## src/rtl/jtkiwi_pkg.sv

```systemverilog
// Shared definitions for the kiwi ROM request line buffer.
package jtkiwi_pkg;

  localparam int LINE_BYTES = 4;
  localparam int LINE_BITS  = 8 * LINE_BYTES;

  typedef enum logic [1:0] {
    ST_IDLE = 2'd0,
    ST_FILL = 2'd1,
    ST_DONE = 2'd2
  } state_t;

  // Little-endian byte lane select out of a cached line
  function automatic logic [7:0] line_byte(input logic [LINE_BITS-1:0] line,
                                           input logic [1:0]           sel);
    logic [7:0] b;
    case (sel)
      2'd0:    b = line[7:0];
      2'd1:    b = line[15:8];
      2'd2:    b = line[23:16];
      default: b = line[31:24];
    endcase
    return b;
  endfunction

endpackage

```

## src/rtl/jtkiwi_romrq_buf.sv

```systemverilog
// Single-line read buffer between a byte-wide CPU ROM port and a 32-bit SDRAM port.
//
// state | meaning
// IDLE  | serve hits from the line, issue a line fill on a miss
// FILL  | SDRAM request outstanding; address held until sdram_ok
// DONE  | one-cycle settle after a fill, then back to IDLE to re-evaluate
module jtkiwi_romrq_buf
  import jtkiwi_pkg::*;
#(
  parameter int AW      = 17,
  parameter bit OKLATCH = 1'b1
) (
  input  logic          rst,
  input  logic          clk,
  input  logic          cpu_cs,
  input  logic [AW-1:0] cpu_addr,
  output logic [7:0]    cpu_data,
  output logic          cpu_ok,
  input  logic          flush,
  output logic          sdram_cs,
  output logic [AW-3:0] sdram_addr,
  input  logic [31:0]   sdram_data,
  input  logic          sdram_ok,
  output logic [7:0]    miss_cnt
);

  state_t                state_q, state_d;
  logic                  valid_q, valid_d;
  logic [AW-3:0]         tag_q, tag_d;
  logic [LINE_BITS-1:0]  line_q, line_d;
  logic                  stale_q, stale_d;
  logic                  cpu_ok_q, cpu_ok_d;
  logic [7:0]            cpu_data_q, cpu_data_d;
  logic                  sdram_cs_q, sdram_cs_d;
  logic [AW-3:0]         sdram_addr_q, sdram_addr_d;
  logic [7:0]            miss_cnt_q, miss_cnt_d;
  // Remembers which address last got cpu_ok, so OKLATCH=0 can pulse once per access
  logic                  served_q, served_d;
  logic [AW-1:0]         ok_addr_q, ok_addr_d;

  logic                  hit;
  logic                  same_access;

  assign hit         = valid_q && (tag_q == cpu_addr[AW-1:2]);
  assign same_access = served_q && cpu_cs && (cpu_addr == ok_addr_q);

  // Next-state and next-output computation for the buffer FSM
  always_comb begin
    state_d      = state_q;
    valid_d      = valid_q;
    tag_d        = tag_q;
    line_d       = line_q;
    stale_d      = stale_q;
    cpu_ok_d     = 1'b0;
    cpu_data_d   = cpu_data_q;
    sdram_cs_d   = sdram_cs_q;
    sdram_addr_d = sdram_addr_q;
    miss_cnt_d   = miss_cnt_q;
    served_d     = same_access;
    ok_addr_d    = ok_addr_q;

    case (state_q)
      ST_IDLE: begin
        if (flush) begin
          // Flush wins over a coincident hit; the miss follows next cycle
          valid_d = 1'b0;
        end else if (cpu_cs && hit) begin
          cpu_data_d = line_byte(line_q, cpu_addr[1:0]);
          cpu_ok_d   = OKLATCH || !same_access;
          served_d   = 1'b1;
          ok_addr_d  = cpu_addr;
        end else if (cpu_cs) begin
          sdram_addr_d = cpu_addr[AW-1:2];
          sdram_cs_d   = 1'b1;
          if (miss_cnt_q != 8'hFF) miss_cnt_d = miss_cnt_q + 8'd1;
          state_d      = ST_FILL;
        end
      end
      ST_FILL: begin
        // The SDRAM transaction always runs to completion; flush only poisons it
        if (flush) begin
          stale_d = 1'b1;
          valid_d = 1'b0;
        end
        if (sdram_ok) begin
          if (!stale_q && !flush) begin
            line_d  = sdram_data;
            tag_d   = sdram_addr_q;
            valid_d = 1'b1;
          end
          sdram_cs_d = 1'b0;
          stale_d    = 1'b0;
          state_d    = ST_DONE;
        end
      end
      ST_DONE: begin
        if (flush) valid_d = 1'b0;
        state_d = ST_IDLE;
      end
      default: state_d = ST_IDLE;
    endcase
  end

  // State and output registers; reset drops sdram_cs without waiting for a clock
  always_ff @(posedge clk or posedge rst) begin
    if (rst) begin
      state_q      <= ST_IDLE;
      valid_q      <= 1'b0;
      tag_q        <= '0;
      line_q       <= '0;
      stale_q      <= 1'b0;
      cpu_ok_q     <= 1'b0;
      cpu_data_q   <= 8'd0;
      sdram_cs_q   <= 1'b0;
      sdram_addr_q <= '0;
      miss_cnt_q   <= 8'd0;
      served_q     <= 1'b0;
      ok_addr_q    <= '0;
    end else begin
      state_q      <= state_d;
      valid_q      <= valid_d;
      tag_q        <= tag_d;
      line_q       <= line_d;
      stale_q      <= stale_d;
      cpu_ok_q     <= cpu_ok_d;
      cpu_data_q   <= cpu_data_d;
      sdram_cs_q   <= sdram_cs_d;
      sdram_addr_q <= sdram_addr_d;
      miss_cnt_q   <= miss_cnt_d;
      served_q     <= served_d;
      ok_addr_q    <= ok_addr_d;
    end
  end

  assign cpu_ok     = cpu_ok_q;
  assign cpu_data   = cpu_data_q;
  assign sdram_cs   = sdram_cs_q;
  assign sdram_addr = sdram_addr_q;
  assign miss_cnt   = miss_cnt_q;

endmodule
```

## config.mk

```make
export PLATFORM = sky130hd
export DESIGN_NAME = jtkiwi_romrq_buf
export DESIGN_NICKNAME = d
export VERILOG_FILES = /design/src/rtl/jtkiwi_pkg.sv /design/src/rtl/jtkiwi_romrq_buf.sv
export SDC_FILE = /design/constraint.sdc
export NUM_CORES = 1
export LEC_CHECK = 0
export CAP_MARGIN = 20
export CORE_UTILIZATION = 31
export DETAILED_ROUTE_END_ITERATION = 10
export HOLD_SLACK_MARGIN = 0.1
export SLEW_MARGIN = 20
export SYNTH_ARGS = -nofsm -noshare
export SYNTH_HDL_FRONTEND = slang
export SYNTH_SLANG_ARGS = --single-unit
```

## constraint.sdc

```tcl
create_clock -name clk -period 3.39 [get_ports clk]
set_input_delay 0.678 -clock clk [delete_from_list [all_inputs] [get_ports clk]]
set_output_delay 0.678 -clock clk [all_outputs]
set_load 0.005 [all_outputs]
```

==> results of run 1 <==
## power by group through the flow
stage	Sequential [mW]	Clock (mW)	Combinational, mW
detailed placement	1.62	0	0.859
finish	1.60	0.964	0.845
global placement	1.60	0	0.849
floorplan	1.56	0	0.524
CTS	1.60	0.997	0.867
global route	1.65	1.04	0.933
## Yosys cell counts
master                     number  share of area (%)
sky130_fd_sc_hd__dfrtp_1       84                 58
sky130_fd_sc_hd__mux2_1        59                 18
sky130_fd_sc_hd__xor2_1        15                3.6
sky130_fd_sc_hd__mux2_4         8                3.3
sky130_fd_sc_hd__mux4_2         8                4.9
sky130_fd_sc_hd__xnor2_1        7                1.7
sky130_fd_sc_hd__inv_1          6               0.62
sky130_fd_sc_hd__nand3_1        6               0.82
sky130_fd_sc_hd__nand2_1        5               0.51
sky130_fd_sc_hd__mux2_2         4                1.2
sky130_fd_sc_hd__nor4_1         4               0.68
sky130_fd_sc_hd__nor4_2         4                1.4
sky130_fd_sc_hd__and3_1         3               0.51
sky130_fd_sc_hd__buf_2          3               0.41
sky130_fd_sc_hd__clkbuf_1       3               0.31
sky130_fd_sc_hd__nand4_1        3               0.51
sky130_fd_sc_hd__nor2_1         3               0.31
sky130_fd_sc_hd__a21oi_1        2               0.27
sky130_fd_sc_hd__or3_1          2               0.34
sky130_fd_sc_hd__a22oi_1        1               0.21
sky130_fd_sc_hd__a311oi_1       1               0.24
sky130_fd_sc_hd__buf_1          1               0.10
sky130_fd_sc_hd__buf_4          1               0.21
sky130_fd_sc_hd__buf_6          1               0.31
sky130_fd_sc_hd__ha_1           1               0.34
sky130_fd_sc_hd__nand3_2        1               0.27
sky130_fd_sc_hd__nand4_2        1               0.34
sky130_fd_sc_hd__nor2b_1        1               0.17
sky130_fd_sc_hd__nor3_1         1               0.14
sky130_fd_sc_hd__o21ai_1        1               0.14
sky130_fd_sc_hd__o311a_1        1               0.27
sky130_fd_sc_hd__or2_1          1               0.17
## how the worst max path moves through the flow
stage,cells past startpoint,end,from,slack [ns]
after floorplan,1,cpu_data[0]$_DFFE_PP0P_,rst,0.55
after global placement,6,cpu_data[3]$_DFFE_PP0P_,cpu_cs,0.41
after detailed placement,6,cpu_data[1]$_DFFE_PP0P_,cpu_cs,0.34
after CTS,6,cpu_data[1]$_DFFE_PP0P_,cpu_cs,0.69
after global routing,6,cpu_data[6]$_DFFE_PP0P_,cpu_cs,0.60
final,6,cpu_data[1]$_DFFE_PP0P_,cpu_cs,0.73
## metal layers
| layer | GRT usage [%] | part of all wire (%) | vias up |
|---|---|---|---|
| met5 | 0 | 0 | - |
| met4 | 4.53 | 1.6 | 0 |
| met3 | 5.65 | 6.6 | 8 |
| met2 | 20.8 | 46 | 74 |
| met1 | 17.6 | 45 | 1129 |
| li1 | - | - | 1053 |
## kinds of logic (layout without fill, tap and decap cells)
| group | count (synthesis) | after routing |
|---|---|---|
| multiplexers | 79 | 79 |
| XOR/XNOR | 22 | 22 |
| AND/OR/NAND/NOR | 35 | 35 |
| AO/OA/AOI/OAI | 6 | 6 |
| adder cells (fa/ha/maj) | 1 | 1 |
| buffers and inverters | 15 | 109 |
| flip-flops | 84 | 84 |
## registers in the layout, indices dropped and copies added, names as in the netlist
| signal | count |
|---|---|
| state_q | 2 |
| valid_q | 1 |
| line_q | 32 |
| sdram_cs | 1 |
| cpu_ok | 1 |
| cpu_data | 8 |
| sdram_addr | 15 |
| stale_q | 1 |
| miss_cnt | 8 |
| tag_q | 15 |
## area by class of cell
class | count | share of cell area [%]
Sequential cell | 84 | 42.3
Inverter | 6 | 0.478
Clock inverter | 2 | 0.704
Multi-Input combinational cell | 143 | 29.8
Timing Repair Buffer | 89 | 18.0
Tap cell | 143 | 3.60
Clock buffer | 12 | 5.16
## per-stage QoR
stage	util, %	std cells	power [mW]	cell area (µm²)
floorplan	-	242	2.09	3650
global placement	40.8	465	2.45	4680
detailed placement	40.8	465	2.48	4680
CTS	43.4	479	3.47	4970
global route	43.4	479	3.63	4970
finish	43.4	479	3.41	4970
==> impl_metrics.yaml, run 1 <==
clocking:
  numCtsBuffers: 9
  tritoncts_num_sinks: 84
  ctsRootBufferMaster: "sky130_fd_sc_hd__clkbuf_16"
  hold_buffers: 0
  cts_tree: "built"
  clock_latency_ns: 0.33
  clkTransAtPathRegs_ns: 0.06
  clock_tree.htree_level_count: 3
  clock_buffer_depth: 2
  postCtsSetupRepairBufs: 0
  post_cts.resized_instances: 0
layout:
  multi_input_comb_area_um2: 1480
  insertedDiodeCount: 0
  seqCellArea_um2: 2100
  fillerInstances: 1035
  post_route_cells_drive_above_1_share_pct: 13.1
  most-common-layout-cells: "sky130_fd_sc_hd__clkdlybuf4s50_1 (86), sky130_fd_sc_hd__dfrtp_1 (84), sky130_fd_sc_hd__mux2_1 (59)"
  layout_commonest_cell: "sky130_fd_sc_hd__clkdlybuf4s50_1"
  area_delta_synth_final_pct: 36.1
  design.final.nets: 388
yosys:
  synth_simple_gate_area_share_pct: 6.16
  synth.yosys.warnings: 0
  synth.distinct_cells: 32
  synth-compound-area-share_pct: 1.13
  synth-adder-area-share_pct: 0.342
  combinational_family_with_the_most_area_after_synthesis: "multiplexers"
  syn-num-nets: 297
  syn-instance-count: 242
  synth_mux_area_share_pct: 27.6
  synth_xor_xnor_area_share_pct: 5.27
  ys_seq_area_share_pct: 57.5
  synth_seq_cells: 84
  synth.avg_cell_area_um2: 15.1
  combined_area_of_all_synthesized_cells_um2: 3650
outcome:
  outcome: "finished clean"
setup_path:
  critical_path_buf_inv_count: 1
  worstPathMaxFanout: 9
  r2r.worst_path.cells: 5
  cpMaxStageDelayCell: "sky130_fd_sc_hd__clkdlybuf4s50_1"
  reg2reg_from: "tag_q[0]$_DFFE_PP0P_"
  setup.reg_to_reg.worst_slack_ns: 1.19
  crit_required_ns: 3.61
  crit_path_cell_trace: "clkdlybuf4s50_1 > nand2_1 > nor4_2 > nand4_2 > or2_1 > mux2_4"
  critPathArrivalTime_ns: 2.88
  worstSetupStartpointType: "input port"
  timing.rr.end: "cpu_data[1]$_DFFE_PP0P_"
  slowest_delay_ns: 0.57
  path_class: "in2reg"
  end_kind: "flop"
  worst_path_dominant_cell_family: "simple AND/OR/NAND/NOR gates"
detailed_routing:
  detail_route.wirelength_mm: 7.65
  drtIter0Drc: 79
  drtPass1Iterations: 4
  route.vias.total: 2264
  wire_per_inst_um: 16.0
  number_of_vias_per_cell_after_detailed_routing: 4.73
  antenna_left: 0
  drcViolationCount: 0
pwr:
  swShare_pct: 26.5
  seq_power_share_pct: 46.9
  p_clk_share_pct: 28.3
  peakVddDrop_uv: 382
  cell_internal_pwr_mw: 2.51
  total_leakage_power_nw: 2.13
  power-per-cell-area_nw_per_um2: 685
  power.combinational.fraction_pct: 24.8
  p_sw_mw: 0.903
timing:
  fmaxAchievable_mhz: 376
  fin_tns_setup_ns: 0
  finalWorstSetupSlack_ns: 0.732
  finalMaxSlewViolations: 0
  setup_violations: 0
  setup_skew_after_layout_ns: 0.00656
  slew_headroom_pct: 41.3
  final_min_period_over_clock_period_pct: 78.4
  finalHoldWorstSlack_ns: 0.485
  tightest_slew_ns: 0.881
  finalCriticalPeriod_ns: 2.66
  timing_hold_violations_final: 0
  rsz0062_at_grt: "no"
hold_path:
  min_path_cells: 1
  hold_worst_path_end: "line_q[20]$_DFFE_PP0P_"
  min-delay-start: "line_q[20]$_DFFE_PP0P_"
  hp-class: "reg2reg"
placed_design:
  post-dp-hpwl_mm: 5.47
  pre_cts_ws_ns: 0.343
  place_congestion: 0.809
  port-buffer-count: 86
flow_run:
  cap_violations: 0
die:
  design.portCount: 87
  floorplan.initialDensity_pct: 31.9
  dieHeight_um: 111
  dieArea_um2: 12200
  core_area_um2: 11500
  row_count: 39
  die_width_um: 111
global_route:
  wire_length_of_the_first_global_routing_pass_mm: 12.8
  global_route.usage.total_pct: 13.7
  grt_max_degree: 53
  grt_antenna_before_repair: 0
  grt-ovfl-total: 0
  grt_pass1_vias: 2371
Note: power is estimated with default switching activity, not from simulation.
==> run 2: changes to the inputs <==
==> constraint.sdc (replaced) <==
create_clock -name clk -period 2.17 [get_ports clk]
set_input_delay 0.434 -clock clk [delete_from_list [all_inputs] [get_ports clk]]
set_output_delay 0.434 -clock clk [all_outputs]
set_load 0.005 [all_outputs]
==> impl_metrics.yaml, run 2 (synthesis results as in run 1) <==
outcome:
  outcome: "finished clean"
timing:
  finalWorstSetupSlack_ns: 0.106
  rsz0062_at_grt: "no"
  timing_hold_violations_final: 0
  slew_headroom_pct: 69.8
  tightest_slew_ns: 0.450
  finalCriticalPeriod_ns: 2.06
  fmaxAchievable_mhz: 484
  finalHoldWorstSlack_ns: 0.482
  fin_tns_setup_ns: 0
  finalMaxSlewViolations: 0
  setup_skew_after_layout_ns: 0.00756
  setup_violations: 0
  final_min_period_over_clock_period_pct: 95.1
clocking:
  tritoncts_num_sinks: 84
  clkTransAtPathRegs_ns: 0.06
  clock_buffer_depth: 2
  clock_tree.htree_level_count: 3
  clock_latency_ns: 0.33
  ctsRootBufferMaster: "sky130_fd_sc_hd__clkbuf_16"
  cts_tree: "built"
  postCtsSetupRepairBufs: 0
  numCtsBuffers: 9
pwr:
  design_power_total_mw: 5.61
  power-per-cell-area_nw_per_um2: 1080
  peakVddDrop_uv: 565
  total_leakage_power_nw: 2.25
die:
  dieHeight_um: 111
  design.portCount: 87
  row_count: 39
  floorplan.initialDensity_pct: 31.9
  die_width_um: 111
  dieArea_um2: 12200
  core_area_um2: 11500
detailed_routing:
  number_of_vias_per_cell_after_detailed_routing: 4.68
  drtPass1Iterations: 4
  drcViolationCount: 0
  wire_per_inst_um: 15.9
  drtIter0Drc: 143
  route.vias.total: 2321
  antenna_left: 0
  detail_route.wirelength_mm: 7.89
global_route:
  grt-ovfl-total: 0
  global_route.usage.total_pct: 14.0
  grt_pass1_vias: 2431
  grt_max_degree: 85
  wire_length_of_the_first_global_routing_pass_mm: 13.2
  grt_antenna_before_repair: 0
hold_path:
  hp-class: "reg2reg"
layout:
  design.final.nets: 403
  insertedDiodeCount: 0
  largest-register: "line_q"
  post_layout_nonfiller_instances: 496
  area_delta_synth_final_pct: 41.8
  number_of_flip_flops_under_the_largest_register_name: 32
  post_route_cells_drive_above_1_share_pct: 17.0
  layout.cell_area.non_filler_um2: 5180
  most-common-layout-cells: "sky130_fd_sc_hd__clkdlybuf4s50_1 (85), sky130_fd_sc_hd__dfrtp_1 (84), sky130_fd_sc_hd__mux2_1 (59)"
  layout_commonest_cell: "sky130_fd_sc_hd__clkdlybuf4s50_1"
  fillerInstances: 1023
  final_core_utilization_pct: 45.2
setup_path:
  worstSetupStartpointType: "input port"
  worstPathMaxFanout: 17
  slowest_delay_ns: 0.45
  worst_path_dominant_cell_family: "buffers and inverters"
  crit_required_ns: 2.39
  path_class: "in2reg"
  crit_path_cell_trace: "clkdlybuf4s50_1 > xor2_1 > nor4_2 > nand4_2 > buf_4 > nand3_2 > buf_12 > mux2_2"
  cpMaxStageDelayCell: "sky130_fd_sc_hd__clkdlybuf4s50_1"
  critPathArrivalTime_ns: 2.28
  end_kind: "flop"
  critical_path_buf_inv_count: 3
placed_design:
  detailed_place.area_um2: 4850
  placed_cells_incl_taps: 480
  pre_cts_ws_ns: -0.339
  place_congestion: 0.776
  post-dp-hpwl_mm: 5.47
  port-buffer-count: 86
flow_run:
  cap_violations: 0
==> run 2: power by group <==
part           total, mW  switching, mW  internal, mW
clock               1.70          0.584          1.12
combinational       1.40          0.503         0.899
sequential          2.50          0.355          2.14
total               5.61           1.44          4.16
==> run 2: final timing paths <==
path | slack (ns) | depth (start not counted) | from | endpoint
max | 0.11 | 8 | cpu_addr[16] | sdram_addr[8]$_DFFE_PP0P_
min | 0.48 | 1 | line_q[19]$_DFFE_PP0P_ | line_q[19]$_DFFE_PP0P_
max reg2reg | 0.27 | 7 | tag_q[0]$_DFFE_PP0P_ | sdram_addr[8]$_DFFE_PP0P_
min reg2reg | 0.48 | 1 | line_q[19]$_DFFE_PP0P_ | line_q[19]$_DFFE_PP0P_
max in group asynchronous | 1.24 | 3 | rst | sdram_addr[1]$_DFFE_PP0P_
min in group asynchronous | 0.59 | 3 | rst | line_q[24]$_DFFE_PP0P_
==> run 2: routing by layer <==
layer  share of wire (%)  up-vias  global-route usage, %
met2                  47       68                   21.7
met4                 1.6        0                   5.07
met1                  47     1160                   18.4
li1                    -     1084                      -
met5                   0        -                      0
met3                 4.8        9                   4.34
==> run 2: final cells by class <==
| class | count | area (µm²) | share of cell area (%) |
|---|---|---|---|
| clock buffers | 11 | 233 | 4.49 |
| clock inverters | 5 | 100 | 1.93 |
| inverters | 6 | 26.3 | 0.507 |
| multi-input cells | 143 | 1480 | 28.6 |
| flip-flops and latches | 84 | 2100 | 40.6 |
| well taps | 143 | 179 | 3.45 |
| repair buffers | 104 | 1060 | 20.5 |
==> run 2: what timing repair did <==
item / 4_1_cts / 5_1_grt
hold buffers: 0 / 0
gates resized for setup: 0 / 1
endpoints found under the setup margin: 0 / 19
